`src/rtl/birthday_display_pkg.sv`:
```
// Shared constants, digit type and packed-BCD helpers for birthday_display.
package birthday_display_pkg;

  localparam int NUM_DIGITS = 8;
  localparam int DIGIT_W    = 4;
  localparam int IDX_W      = 3;
  localparam int BCD_MAX    = 9;

  typedef logic [DIGIT_W-1:0] digit_t;

  // Digit 0 is the most significant nibble of the packed word.
  function automatic digit_t get_digit(input logic [NUM_DIGITS*DIGIT_W-1:0] word,
                                       input logic [IDX_W-1:0] i);
    return word[(NUM_DIGITS-1-int'(i))*DIGIT_W +: DIGIT_W];
  endfunction

  function automatic logic bcd_ok(input logic [NUM_DIGITS*DIGIT_W-1:0] word);
    logic ok;
    ok = 1'b1;
    for (int i = 0; i < NUM_DIGITS; i++) begin
      if (word[i*DIGIT_W +: DIGIT_W] > digit_t'(BCD_MAX)) ok = 1'b0;
    end
    return ok;
  endfunction

endpackage

```
`src/rtl/birthday_display_bcd_to_sevseg.sv`:
```
// Combinational BCD digit to 7-segment decode, active-high segments g..a.
module bcd_to_sevseg
  import birthday_display_pkg::*;
(
  input  logic [3:0] digit,
  output logic [6:0] seg
);

  always_comb begin
    seg = 7'b0000000;
    case (digit)
      4'd0: seg = 7'b0111111;
      4'd1: seg = 7'b0000110;
      4'd2: seg = 7'b1011011;
      4'd3: seg = 7'b1001111;
      4'd4: seg = 7'b1100110;
      4'd5: seg = 7'b1101101;
      4'd6: seg = 7'b1111101;
      4'd7: seg = 7'b0000111;
      4'd8: seg = 7'b1111111;
      4'd9: seg = 7'b1101111;
      default: seg = 7'b0000000;
    endcase
  end

endmodule

```
`src/rtl/birthday_display.sv`:
```
// Registered 8-digit BCD date display with runtime reload and BCD legality check.
// Optional 7-segment output enabled by defining BIRTHDAY_SEVSEG_EN.
module birthday_display
  import birthday_display_pkg::*;
#(
  parameter logic [31:0] BIRTHDAY = 32'h2001_0523
) (
  input  logic        CLK,
  input  logic        RST_N,
  input  logic [2:0]  idx,
  input  logic        ld_en,
  input  logic [31:0] ld_data,
  output logic [3:0]  out,
  output logic        bcd_err
`ifdef BIRTHDAY_SEVSEG_EN
  ,
  output logic [6:0]  seg
`endif
);

  logic [31:0] store;
  logic        ld_ok;

  always_comb begin
    ld_ok = bcd_ok(ld_data);
  end

  // Read uses the pre-load store, so a same-edge load shows up one edge later.
  always_ff @(posedge CLK or negedge RST_N) begin
    if (!RST_N) begin
      store   <= BIRTHDAY;
      out     <= '0;
      bcd_err <= 1'b0;
    end else begin
      out     <= get_digit(store, idx);
      bcd_err <= ld_en & ~ld_ok;
      if (ld_en && ld_ok) store <= ld_data;
    end
  end

`ifdef BIRTHDAY_SEVSEG_EN
  // Decoding the registered digit keeps seg aligned with out, including reset.
  bcd_to_sevseg u_sevseg (
    .digit (out),
    .seg   (seg)
  );
`endif

endmodule

```
`config.mk`:
```
export PLATFORM = sky130hd
export DESIGN_NAME = birthday_display
export DESIGN_NICKNAME = d
export VERILOG_FILES = /design/src/rtl/birthday_display_pkg.sv /design/src/rtl/birthday_display_bcd_to_sevseg.sv /design/src/rtl/birthday_display.sv
export SDC_FILE = /design/constraint.sdc
export NUM_CORES = 1
export LEC_CHECK = 0
export ABC_AREA = 1
export CORE_MARGIN = 5
export CORE_UTILIZATION = 35
export CTS_BUF_LIST = sky130_fd_sc_hd__clkbuf_8
export DETAILED_ROUTE_END_ITERATION = 7
export DONT_BUFFER_PORTS = 1
export REMOVE_ABC_BUFFERS = 1
export SETUP_SLACK_MARGIN = 0.15
export SYNTH_ARGS = -nofsm -noshare
export SYNTH_HDL_FRONTEND = slang
export SYNTH_SLANG_ARGS = --single-unit
export TNS_END_PERCENT = 5
```
`constraint.sdc`:
```
create_clock -name CLK -period 1 [get_ports CLK]
set_clock_uncertainty 0.15 [all_clocks]
set_input_delay 0.1 -clock CLK [delete_from_list [all_inputs] [get_ports CLK]]
set_output_delay 0.1 -clock CLK [all_outputs]
set_load 0.005 [all_outputs]
```
======== After elaboration in Yosys (flattened, before gate mapping) ========
Index checks and enable logic that the tools add are counted.
cells by class
  add/subtract/negate cells ............... 1
  magnitude comparators ................... 8
  shift operators ......................... 1
  muxes and demuxes ....................... 8
  bitwise operators ....................... 2
  reductions and logical operators ........ 1
operators by type and width
  kind                   number
  $gt A4 B4 Y1 const B   8
  $shiftx A32 B6 Y4      1
  $mux W1                8
  $sub A3 B3 Y4 const A  1
  $and A1 B1 Y1          1
  $logic_and A1 B1 Y1    1
  $not A1 Y1             1
word-level totals
  bits in registers ....................... 37
  output and inout bits ................... 5
  logic and storage cells ................. 24

======== Depth between registers and ports, before layout ========
Gate-level depths: netlist of the first run.
  depth in word-level cells ............... 11
  gate-level depth with buffers ........... 8
  gate-level depth less buffers ........... 6

======== Least setup slack after synthesis of the first run ========
Ideal clock, no wire load.
  path type ............................... input -> register
  from .................................... input port ld_data[18]
  to ...................................... register store[21]
  library setup time ...................... 0.117 ns
  arrival time ............................ 0.837 ns
  required time ........................... 0.733 ns
  setup slack ............................. -0.104 ns
  stages .................................. 7
  path through ............................ o21ai_1 -> nand2_2 -> nor2_8 -> nand3_4 -> buf_6 -> nand2_1 -> nand2_1
on the way
  cells in the longest elaborated chain, start to end .. 6
ends and longest elaborated chain
  what                  line                        text
  start, declared       birthday_display.sv:12      input logic [31:0] ld_data,
  $gt A4 B4 Y1          birthday_display_pkg.sv:21  if (word[i*DIGIT_W +: DIGIT_W] > digit_t'(BCD_MAX)) ok = 1'b0;
  $mux W1 (4 in a row)  birthday_display_pkg.sv:21
  $logic_and A1 B1 Y1   birthday_display.sv:37      if (ld_en && ld_ok) store <= ld_data;
  end signal, assigned  birthday_display.sv:37
  end, declared         birthday_display.sv:21      logic [31:0] store;
No other way between the ends.
A chain may end at the register's enable or synchronous reset.

======== Final worst setup path of the first run ========
  from .................................... register store[29]
  to ...................................... register out[1]
on the way
  cells in the longest elaborated chain, start to end .. 1
ends and longest elaborated chain
  what                  line                        text
  $shiftx A32 B6 Y4     birthday_display_pkg.sv:14  return word[(NUM_DIGITS-1-int'(i))*DIGIT_W +: DIGIT_W];
  end signal, assigned  birthday_display.sv:35      out <= get_digit(store, idx);
  end, declared         birthday_display.sv:13      output logic [3:0] out,
No other way between the ends.

==> results of run 1 <==
cells in the mapped netlist:
| master | count |
|---|---|
| nand2_1 | 78 |
| nand4_1 | 32 |
| dfrtp_1 | 30 |
| nor2_1 | 24 |
| o21ai_1 | 21 |
| o21ai_0 | 11 |
| dfstp_2 | 7 |
| buf_4 | 6 |
| buf_2 | 4 |
| clkbuf_1 | 4 |
| buf_6 | 3 |
| nand2_2 | 2 |
| nor2_8 | 2 |
| a21boi_1 | 1 |
| inv_1 | 1 |
| inv_2 | 1 |
| nand3_4 | 1 |
through the flow:
stage	hold slack [ns]	area, sq um	power, uW	worst slack [ns]
after floorplan	-0.346	1760	2420	-0.377
after global placement	-0.344	1940	2580	-0.218
after detailed placement	-0.345	1940	2610	-0.231
after CTS	-0.666	2330	3800	-0.170
after global routing	-0.676	2490	4140	-0.276
final	-0.657	2490	3900	-0.170
sequential cells by signal (all words and copies together), names as in the netlist:
| name | flops |
|---|---|
| bcd_err | 1 |
| out | 4 |
| store | 32 |
critical path, stage by stage (launching register included):
cell and delay (ns):
dfstp_2 0.54, nor2_2 0.03, nor2_1 0.07, o21ai_1 0.07, o21ai_1 0.11, nand2_1 0.07
nand2_1 0.07
per-layer routing:
layer | vias to the layer above | routed length, um | global-route usage
li1 | 816 | - | -
met1 | 805 | 2390 | 0.205
met2 | 39 | 2360 | 0.230
met3 | 5 | 259 | 0.0396
met4 | 0 | 63 | 0.0579
met5 | - | 0 | 0
power by group through the flow:
stage | registers (uW) | clock network [uW] | logic [uW]
finish | 2080 | 1080 | 731
global route | 2130 | 1180 | 838
CTS | 2030 | 1110 | 660
detailed placement | 2050 | 0 | 552
floorplan | 2000 | 0 | 425
global placement | 2040 | 0 | 534
worst paths after layout:
check	start	endpoint	slack, ns	depth (start not counted)
max in group asynchronous	RST_N	store[10]$_DFFE_PN1P_	1.16	0
worst min register to register	store[16]$_DFFE_PN1P_	store[16]$_DFFE_PN1P_	0.31	2
min in group CLK	ld_en	store[10]$_DFFE_PN1P_	-0.22	2
worst max-delay path	store[29]$_DFFE_PN1P_	out[1]$_DFF_PN0_	-0.17	6
worst max register to register	store[29]$_DFFE_PN1P_	out[1]$_DFF_PN0_	-0.17	6
worst min-delay path	RST_N	out[2]$_DFF_PN0_	-0.66	0
cells by family after synthesis:
logic type      count (synthesis)  synth area share
buf+inv                        19            0.0647
flops                          37             0.498
compound gates                 33            0.0893
simple gates                  139             0.348
cell type report:
class,count,area (sq um),share of cell area
clock buffers,6,82.6,0.0332
clock inverters,2,7.51,0.00302
inverters,2,7.51,0.00302
multi-input cells,172,998,0.401
flip-flops and latches,37,935,0.376
well taps,70,87.6,0.0352
repair buffers,35,370,0.149
repair_timing:
| action | 4_1_cts | 5_1_grt |
|---|---|---|
| pin swaps | 8 | 21 |
| gates resized for setup | 11 | 46 |
| setup endpoints to repair | 39 | 41 |
| hold endpoints to repair | 74 | 74 |
==> flow_metrics.py, run 1 <==
metrics = {
    "flow_run": {
        "max_cap_violations": 0,
    },
    "sta": {
        "min_period_over_period": 1.17,
        "fmax_ghz": 0.855,
        "setup_violations": 4,
        "fin_crit_ns": 1.17,
        "slew_headroom": 0.808,
        "layout_setup_ws_ns": -0.170,
        "setup-tns-final_ns": -0.388,
        "rsz0062_at_grt": "yes",
        "slew_violations": 0,
        "worst_slew_pin_slew_ns": 0.287,
        "finalHoldViolations": 74,
        "whs_ns": -0.657,
    },
    "yosys": {
        "synth_area_sq_um": 1880,
        "ys_types": 17,
        "syn_avg_cell_area_sq_um": 8.23,
        "synth.largest_area_cell": "dfrtp_1",
        "yosys_warnings": 0,
        "synth_top_cell_area_share": 0.400,
        "ys_seq_area_frac": 0.498,
        "synth_area_leaders": "dfrtp_1 40%, nand2_1 16%, nand4_1 11%, dfstp_2 9.8%, o21ai_1 5.6%",
        "synth_cells": 228,
        "ys_ff_latch": 37,
    },
    "clock_network": {
        "h-tree-depth": 2,
        "cts_tree": "yes",
        "cts-root-buf": "clkbuf_8",
        "clk_pin_slew_ns": 0.08,
        "clock_path_buffers": 2,
        "clk_latency_ns": 0.29,
        "postCtsSetupBuffers": 0,
        "hold_buffers": 27,
        "cts.sink_count": 37,
        "cts_made_buffers": 5,
    },
    "detailed_routing": {
        "dr.first_iter.drc_count": 77,
        "wirelength_um": 5070,
        "vias_per_cell": 5.14,
        "antenna_left": 0,
        "wire_per_inst_um": 15.7,
        "drc": 0,
        "first_pass_iters": 4,
        "vias": 1665,
    },
    "place": {
        "place_inst": 289,
        "place.detailed.hpwl_um": 3320,
        "place_congestion": 0.725,
        "numPortBuffers": 0,
    },
    "global_route": {
        "track_usage": 0.152,
        "grt_overflow_total": 0,
        "grt_max_degree": 38,
        "antenna_found_initial": 0,
        "grt_pass1_vias": 1729,
        "grt_first_pass_wirelength_um": 8480,
    },
    "power_and_ir_drop": {
        "p_leak_uw": 0.00115,
        "p_int_uw": 2770,
        "sw_frac_of_total": 0.290,
        "irDropWorstVdd_v": 0.000775,
        "p_per_area_nw_per_um2": 1570,
        "seqPwrFrac": 0.535,
        "power.share.clock": 0.278,
        "power.net_switching_uw": 1130,
        "pwr-share-comb": 0.188,
    },
    "cells_and_area": {
        "area_delta_synth_final_pct": 32.6,
        "layout.cells.non_filler": 324,
        "fin_nets": 291,
        "diodes": 0,
        "layout-drive-gt1-share": 0.268,
        "utilization": 0.481,
        "final_cell_mix": "47 x nand2_1, 32 x nand4_1, 30 x dfrtp_1",
        "layout_commonest_cell": "nand2_1",
        "fill_cells": 490,
    },
    "critical_path": {
        "startpoint_type": "flip-flop",
        "crit_path_end_kind": "flip-flop",
        "crit_type": "reg -> reg",
        "crit_arrival_ns": 1.25,
        "path_max_fanout": 2,
        "worst_ep_required_time_ns": 1.08,
    },
    "die": {
        "fp.dieArea_sq_um": 6930,
        "coreArea_sq_um": 5170,
        "die_y_um": 83.2,
        "start_util": 0.363,
        "io_pins": 43,
        "num_rows": 26,
        "die_w_um": 83.2,
    },
    "run_status": {
        "status": "complete, but fails checks",
        "violations": "negative hold slack, negative setup slack",
    },
    "hold_path": {
        "hold_path.class": "in -> async",
    },
}
(Power assumes the default switching activity.)
==> run 2, diff against run 1 <==
- SETUP_SLACK_MARGIN: 0.15 -> not set
- clock period: 1 -> 1.33 ns (I/O delays scaled with it)
==> run 2 against run 1 <==
  * The run ends with negative hold slack left
  * First-iteration DRC count increased by 45%
  * Cell count increased by 3.4%
  * Die area stayed put
  * Global-route usage fell by 0.24 points
  * Fmax about the same
  * Setup slack better by 0.33 ns
  * Largest cell class is now sequential cells
  * Non-clock buffer count is 11 higher
  * Worst hold slack gained 0.62 ns
  * Sequential share of layout area grew 0.85 points
  * Critical path depth stayed put
  * Critical endpoint unchanged
==> flow_metrics.py, run 2 (same netlist as run 1, synthesis figures left out) <==
metrics = {
    "power_and_ir_drop": {
        "p_per_area_nw_per_um2": 1190,
        "finalPower_uw": 2890,
        "irDropWorstVdd_v": 0.000515,
        "p_leak_uw": 0.00118,
    },
    "clock_network": {
        "cts-root-buf": "clkbuf_8",
        "h-tree-depth": 2,
        "cts_made_buffers": 5,
        "clock_path_buffers": 2,
        "clk_pin_slew_ns": 0.07,
        "cts_tree": "yes",
        "clk_latency_ns": 0.29,
        "cts.sink_count": 37,
    },
    "cells_and_area": {
        "diodes": 0,
        "largest_reg_flops": 32,
        "top_regs": "store: 32 flops, out: 4 flops, bcd_err: 1 flops",
        "area_delta_synth_final_pct": 29.7,
        "regMostFlops": "store",
        "fill_cells": 491,
        "final_cell_mix": "78 x nand2_1, 35 x dlygate4sd3_1, 32 x nand4_1",
        "utilization": 0.470,
        "fin_nets": 302,
        "layout.cells.non_filler": 335,
        "post-route-cell-area_sq_um": 2430,
        "layout_commonest_cell": "nand2_1",
        "layout-drive-gt1-share": 0.109,
    },
    "detailed_routing": {
        "first_pass_iters": 4,
        "drc": 0,
        "wire_per_inst_um": 15.1,
        "antenna_left": 0,
        "wirelength_um": 5070,
        "vias": 1699,
        "dr.first_iter.drc_count": 112,
        "vias_per_cell": 5.07,
    },
    "critical_path": {
        "rr_worst_depth": 6,
        "crit_chain": "nor2_1 > nor2_1 > o21ai_0 > o21ai_1 > nand2_1 > nand2_1",
        "slowest_delay_ns": 0.54,
        "worst_ep_required_time_ns": 1.41,
        "startpoint_type": "flip-flop",
        "crit_arrival_ns": 1.24,
        "r2r_slack_ns": 0.16,
        "critPathTopFamily": "flip-flops",
        "path_max_fanout": 2,
        "worstReg2RegStart": "store[29]$_DFFE_PN1P_",
        "crit_type": "reg -> reg",
        "crit_path_top_delay_cell": "dfstp_2",
        "path_buf_inv": 0,
        "r2r-end": "out[1]$_DFF_PN0_",
        "crit_path_end_kind": "flip-flop",
    },
    "hold_path": {
        "hold_path.class": "in -> reg",
        "min_path_cells": 4,
        "hold_start": "idx[1]",
        "min_to": "out[1]$_DFF_PN0_",
    },
    "die": {
        "io_pins": 43,
        "fp.dieArea_sq_um": 6930,
        "coreArea_sq_um": 5170,
        "die_w_um": 83.2,
        "start_util": 0.363,
        "die_y_um": 83.2,
        "num_rows": 26,
    },
    "sta": {
        "fin_crit_ns": 1.17,
        "min_period_over_period": 0.879,
        "rsz0062_at_grt": "no",
        "finalHoldViolations": 4,
        "slew_headroom": 0.811,
        "fmax_ghz": 0.855,
        "whs_ns": -0.0407,
        "setup_violations": 0,
        "worst_slew_pin_slew_ns": 0.283,
        "slew_violations": 0,
        "setup-tns-final_ns": 0,
    },
    "place": {
        "place_area_sq_um": 1920,
        "place_inst": 288,
        "place.detailed.hpwl_um": 3200,
        "place_congestion": 0.713,
        "numPortBuffers": 0,
    },
    "global_route": {
        "grt_max_degree": 38,
        "grt_overflow_total": 0,
        "antenna_found_initial": 0,
        "grt_first_pass_wirelength_um": 8370,
        "grt_pass1_vias": 1740,
        "track_usage": 0.149,
    },
    "run_status": {
        "violations": "negative hold slack",
        "status": "complete, but fails checks",
    },
    "flow_run": {
        "max_cap_violations": 0,
    },
}
## run 2: changes by cell type in the layout (fill, tap and decap cells not counted), moves of 2 or more
cell / delta
buf_6: -4
nand2_1: +31
o21ai_2: -4
o21ai_1: +7
buf_4: +4
nand2_4: -7
nor2_2: -2
dlygate4sd3_1: +8
nand2_2: -24
nor2_1: +2
o21ai_4: -4
## run 2: worst reg2reg max path: stages (launching register included)
cell and delay [ns]:
dfstp_2 0.54, nor2_1 0.04, nor2_1 0.07, o21ai_0 0.08, o21ai_1 0.10, nand2_1 0.06
nand2_1 0.07
## run 2: cell type report
type / count / area [sq um] / area share
clock buffers: 6 / 82.6 / 0.0339
clock inverters: 2 / 7.51 / 0.00308
inverters: 2 / 7.51 / 0.00308
multi-input cells: 172 / 821 / 0.337
flip-flops and latches: 37 / 935 / 0.384
well taps: 70 / 87.6 / 0.0360
repair buffers: 46 / 493 / 0.203
## run 2: what timing repair did
item                                    4_1_cts  5_1_grt
gates resized for setup                       0        1
setup buffers                                 0        0
endpoints found under the setup margin        0       20
hold buffers                                 37        1
endpoints found under the hold margin        74        2
## run 2: metrics by stage
step	worst slack (ns)	hold slack, ns
5_1_grt	0.0417	0.00331
3_5_place_dp	0.0816	-0.311
2_1_floorplan	-0.0799	-0.313
4_1_cts	0.0315	-0.0568
3_3_place_gp	0.0905	-0.311
6_report	0.161	-0.0407
## run 2: worst max path at each step
stage | startpoint | to | slack, ns | depth (start not counted)
after global routing | store[29]$_DFFE_PN1P_ | out[1]$_DFF_PN0_ | 0.04 | 6
after global placement | ld_data[14] | store[25]$_DFFE_PN0P_ | 0.09 | 6
final | store[29]$_DFFE_PN1P_ | out[1]$_DFF_PN0_ | 0.16 | 6
after floorplan | ld_data[18] | store[11]$_DFFE_PN0P_ | -0.08 | 6
after CTS | ld_en | store[4]$_DFFE_PN0P_ | 0.03 | 6
after detailed placement | ld_data[14] | store[25]$_DFFE_PN0P_ | 0.08 | 6
## run 2: routing by layer
metal	global-route usage	routed length [um]	vias up
met4	0.0520	5	0
met1	0.210	2470	810
met5	0	0	-
li1	-	-	837
met3	0.0406	297	2
met2	0.219	2300	50
## run 2: power by group
part / leakage (uW) / total, uW / internal (uW) / switching, uW
clock: 0.0000538 / 805 / 407 / 398
sequential: 0.000464 / 1520 / 1390 / 129
combinational: 0.000667 / 558 / 254 / 304
==> run 3, diff against run 2 <==
- HOLD_SLACK_MARGIN: not set -> 0.02
- PLACE_DENSITY: not set -> 0.51
==> run 3 against run 2 <==
  * Critical endpoint unchanged
  * Sequential power is essentially flat
  * Register-to-register slack about the same
  * Sequential share of layout area grew 0.60 points
  * The run still ends with negative hold slack left
  * Flip-flop and latch count unchanged
  * First-iteration DRC count increased by 2.7%
  * Via count fell by 1.3%
  * Combinational power shrank 2%
  * Largest power group unchanged
  * Largest cell class unchanged
  * Core utilization decreased by 0.73 points
  * Total power shrank 0.99%
==> flow_metrics.py, run 3 (same netlist as run 1, synthesis figures left out) <==
metrics = {
    "run_status": {
        "status": "complete, but fails checks",
        "violations": "negative hold slack",
    },
    "clock_network": {
        "cts.sink_count": 37,
        "hold_buffers": 37,
        "cts_resized": 0,
        "cts-root-buf": "clkbuf_8",
        "h-tree-depth": 2,
        "clk_latency_ns": 0.29,
        "clock_path_buffers": 2,
        "cts_made_buffers": 5,
        "postCtsSetupBuffers": 0,
        "cts_tree": "yes",
        "clk_pin_slew_ns": 0.07,
    },
    "cells_and_area": {
        "top_regs": "store: 32 flops, out: 4 flops, bcd_err: 1 flops",
        "regMostFlops": "store",
        "layout_commonest_cell": "nand2_1",
        "largest_reg_flops": 32,
        "layout-drive-gt1-share": 0.106,
        "final_cell_mix": "78 x nand2_1, 35 x dlygate4sd3_1, 32 x nand4_1",
        "area_delta_synth_final_pct": 27.7,
        "diodes": 0,
        "fin_nets": 300,
    },
    "critical_path": {
        "crit_chain": "nor2_1 > nor2_1 > o21ai_0 > o21ai_1 > nand2_1 > nand2_1",
        "critPathTopFamily": "flip-flops",
        "path_buf_inv": 0,
        "rr_worst_depth": 6,
        "startpoint_type": "flip-flop",
        "crit_path_end_kind": "flip-flop",
        "crit_path_top_delay_cell": "dfstp_2",
        "r2r_slack_ns": 0.15,
        "crit_type": "reg -> reg",
        "path_max_fanout": 2,
        "worst_ep_required_time_ns": 1.40,
        "slowest_delay_ns": 0.53,
        "r2r-end": "out[1]$_DFF_PN0_",
        "crit_arrival_ns": 1.25,
        "worstReg2RegStart": "store[29]$_DFFE_PN1P_",
    },
    "hold_path": {
        "hold_path.class": "in -> reg",
        "hold_start": "idx[1]",
        "min_path_cells": 4,
        "min_to": "out[0]$_DFF_PN0_",
    },
    "sta": {
        "fin_crit_ns": 1.18,
        "fmax_ghz": 0.850,
        "worst_slew_pin_slew_ns": 0.307,
        "rsz0062_at_grt": "no",
        "whs_ns": -0.0603,
        "setup_violations": 0,
        "finalHoldViolations": 4,
        "slew_violations": 0,
        "slew_headroom": 0.795,
        "min_period_over_period": 0.884,
    },
    "die": {
        "die_y_um": 83.2,
        "die_w_um": 83.2,
        "io_pins": 43,
        "start_util": 0.363,
        "num_rows": 26,
        "fp.dieArea_sq_um": 6930,
        "coreArea_sq_um": 5170,
    },
    "power_and_ir_drop": {
        "finalPower_uw": 2860,
        "p_leak_uw": 0.00116,
        "irDropWorstVdd_v": 0.000456,
        "p_per_area_nw_per_um2": 1190,
    },
    "global_route": {
        "grt_pass1_vias": 1796,
        "antenna_found_initial": 0,
        "grt_first_pass_wirelength_um": 9170,
        "grt_overflow_total": 0,
        "grt_max_degree": 38,
        "track_usage": 0.165,
    },
    "detailed_routing": {
        "antenna_left": 0,
        "drc": 0,
        "vias_per_cell": 5.04,
        "wirelength_um": 5330,
        "vias": 1677,
        "wire_per_inst_um": 16.0,
        "first_pass_iters": 4,
        "dr.first_iter.drc_count": 115,
    },
    "flow_run": {
        "max_cap_violations": 0,
    },
    "place": {
        "numPortBuffers": 0,
        "place.detailed.hpwl_um": 3380,
        "place_congestion": 0.729,
    },
}
run 3: how the worst max path moves through the flow:
| stage | from | cells after the start | end |
|---|---|---|---|
| finish | store[29]$_DFFE_PN1P_ | 6 | out[1]$_DFF_PN0_ |
| detailed placement | ld_data[14] | 7 | store[4]$_DFFE_PN0P_ |
| floorplan | ld_data[18] | 6 | store[11]$_DFFE_PN0P_ |
| CTS | store[29]$_DFFE_PN1P_ | 6 | out[1]$_DFF_PN0_ |
| global route | store[29]$_DFFE_PN1P_ | 6 | out[1]$_DFF_PN0_ |
| global placement | ld_data[14] | 7 | store[6]$_DFFE_PN0P_ |
run 3: metal layers:
layer,share of wire,GRT usage,wire length (um),up-vias
li1,-,-,-,833
met1,0.46,0.213,2430,807
met2,0.50,0.276,2670,35
met3,0.037,0.0337,195,2
met4,0.0064,0.0535,34,0
met5,0,0,0,-
run 3: final cells by class:
| type | instances | area (sq um) |
|---|---|---|
| inverters | 2 | 7.51 |
| fillers | 521 | 2780 |
| clock inverters | 2 | 7.51 |
| clock buffers | 6 | 82.6 |
| flip-flops and latches | 37 | 935 |
| multi-input cells | 172 | 821 |
| repair buffers | 44 | 455 |
| well taps | 70 | 87.6 |
run 3: worst min-delay path, delay by kind of cell:
| kind | cells | cell delay (ns) |
|---|---|---|
| compound gates | 2 | 0.11 |
| simple gates | 2 | 0.09 |
run 3: through the flow:
stage               setup TNS [ns]  utilization  instance area, sq um  cells  setup WS [ns]
finish                           0        0.463                  2400    333          0.154
CTS                              0        0.463                  2400    333          0.151
floorplan                    -2.28            -                  1760    211        -0.0799
global placement                 0        0.370                  1920    288         0.0845
detailed placement               0        0.370                  1920    288         0.0947
global route                     0        0.463                  2400    333         0.0329
run 3: report_power, final:
| group | leakage (uW) | total, uW | internal, uW | switching, uW |
|---|---|---|---|---|
| registers | 0.000464 | 1510 | 1390 | 120 |
| logic | 0.000643 | 546 | 247 | 299 |
| clock network | 0.0000538 | 798 | 408 | 391 |
| total | 0.00116 | 2860 | 2050 | 810 |
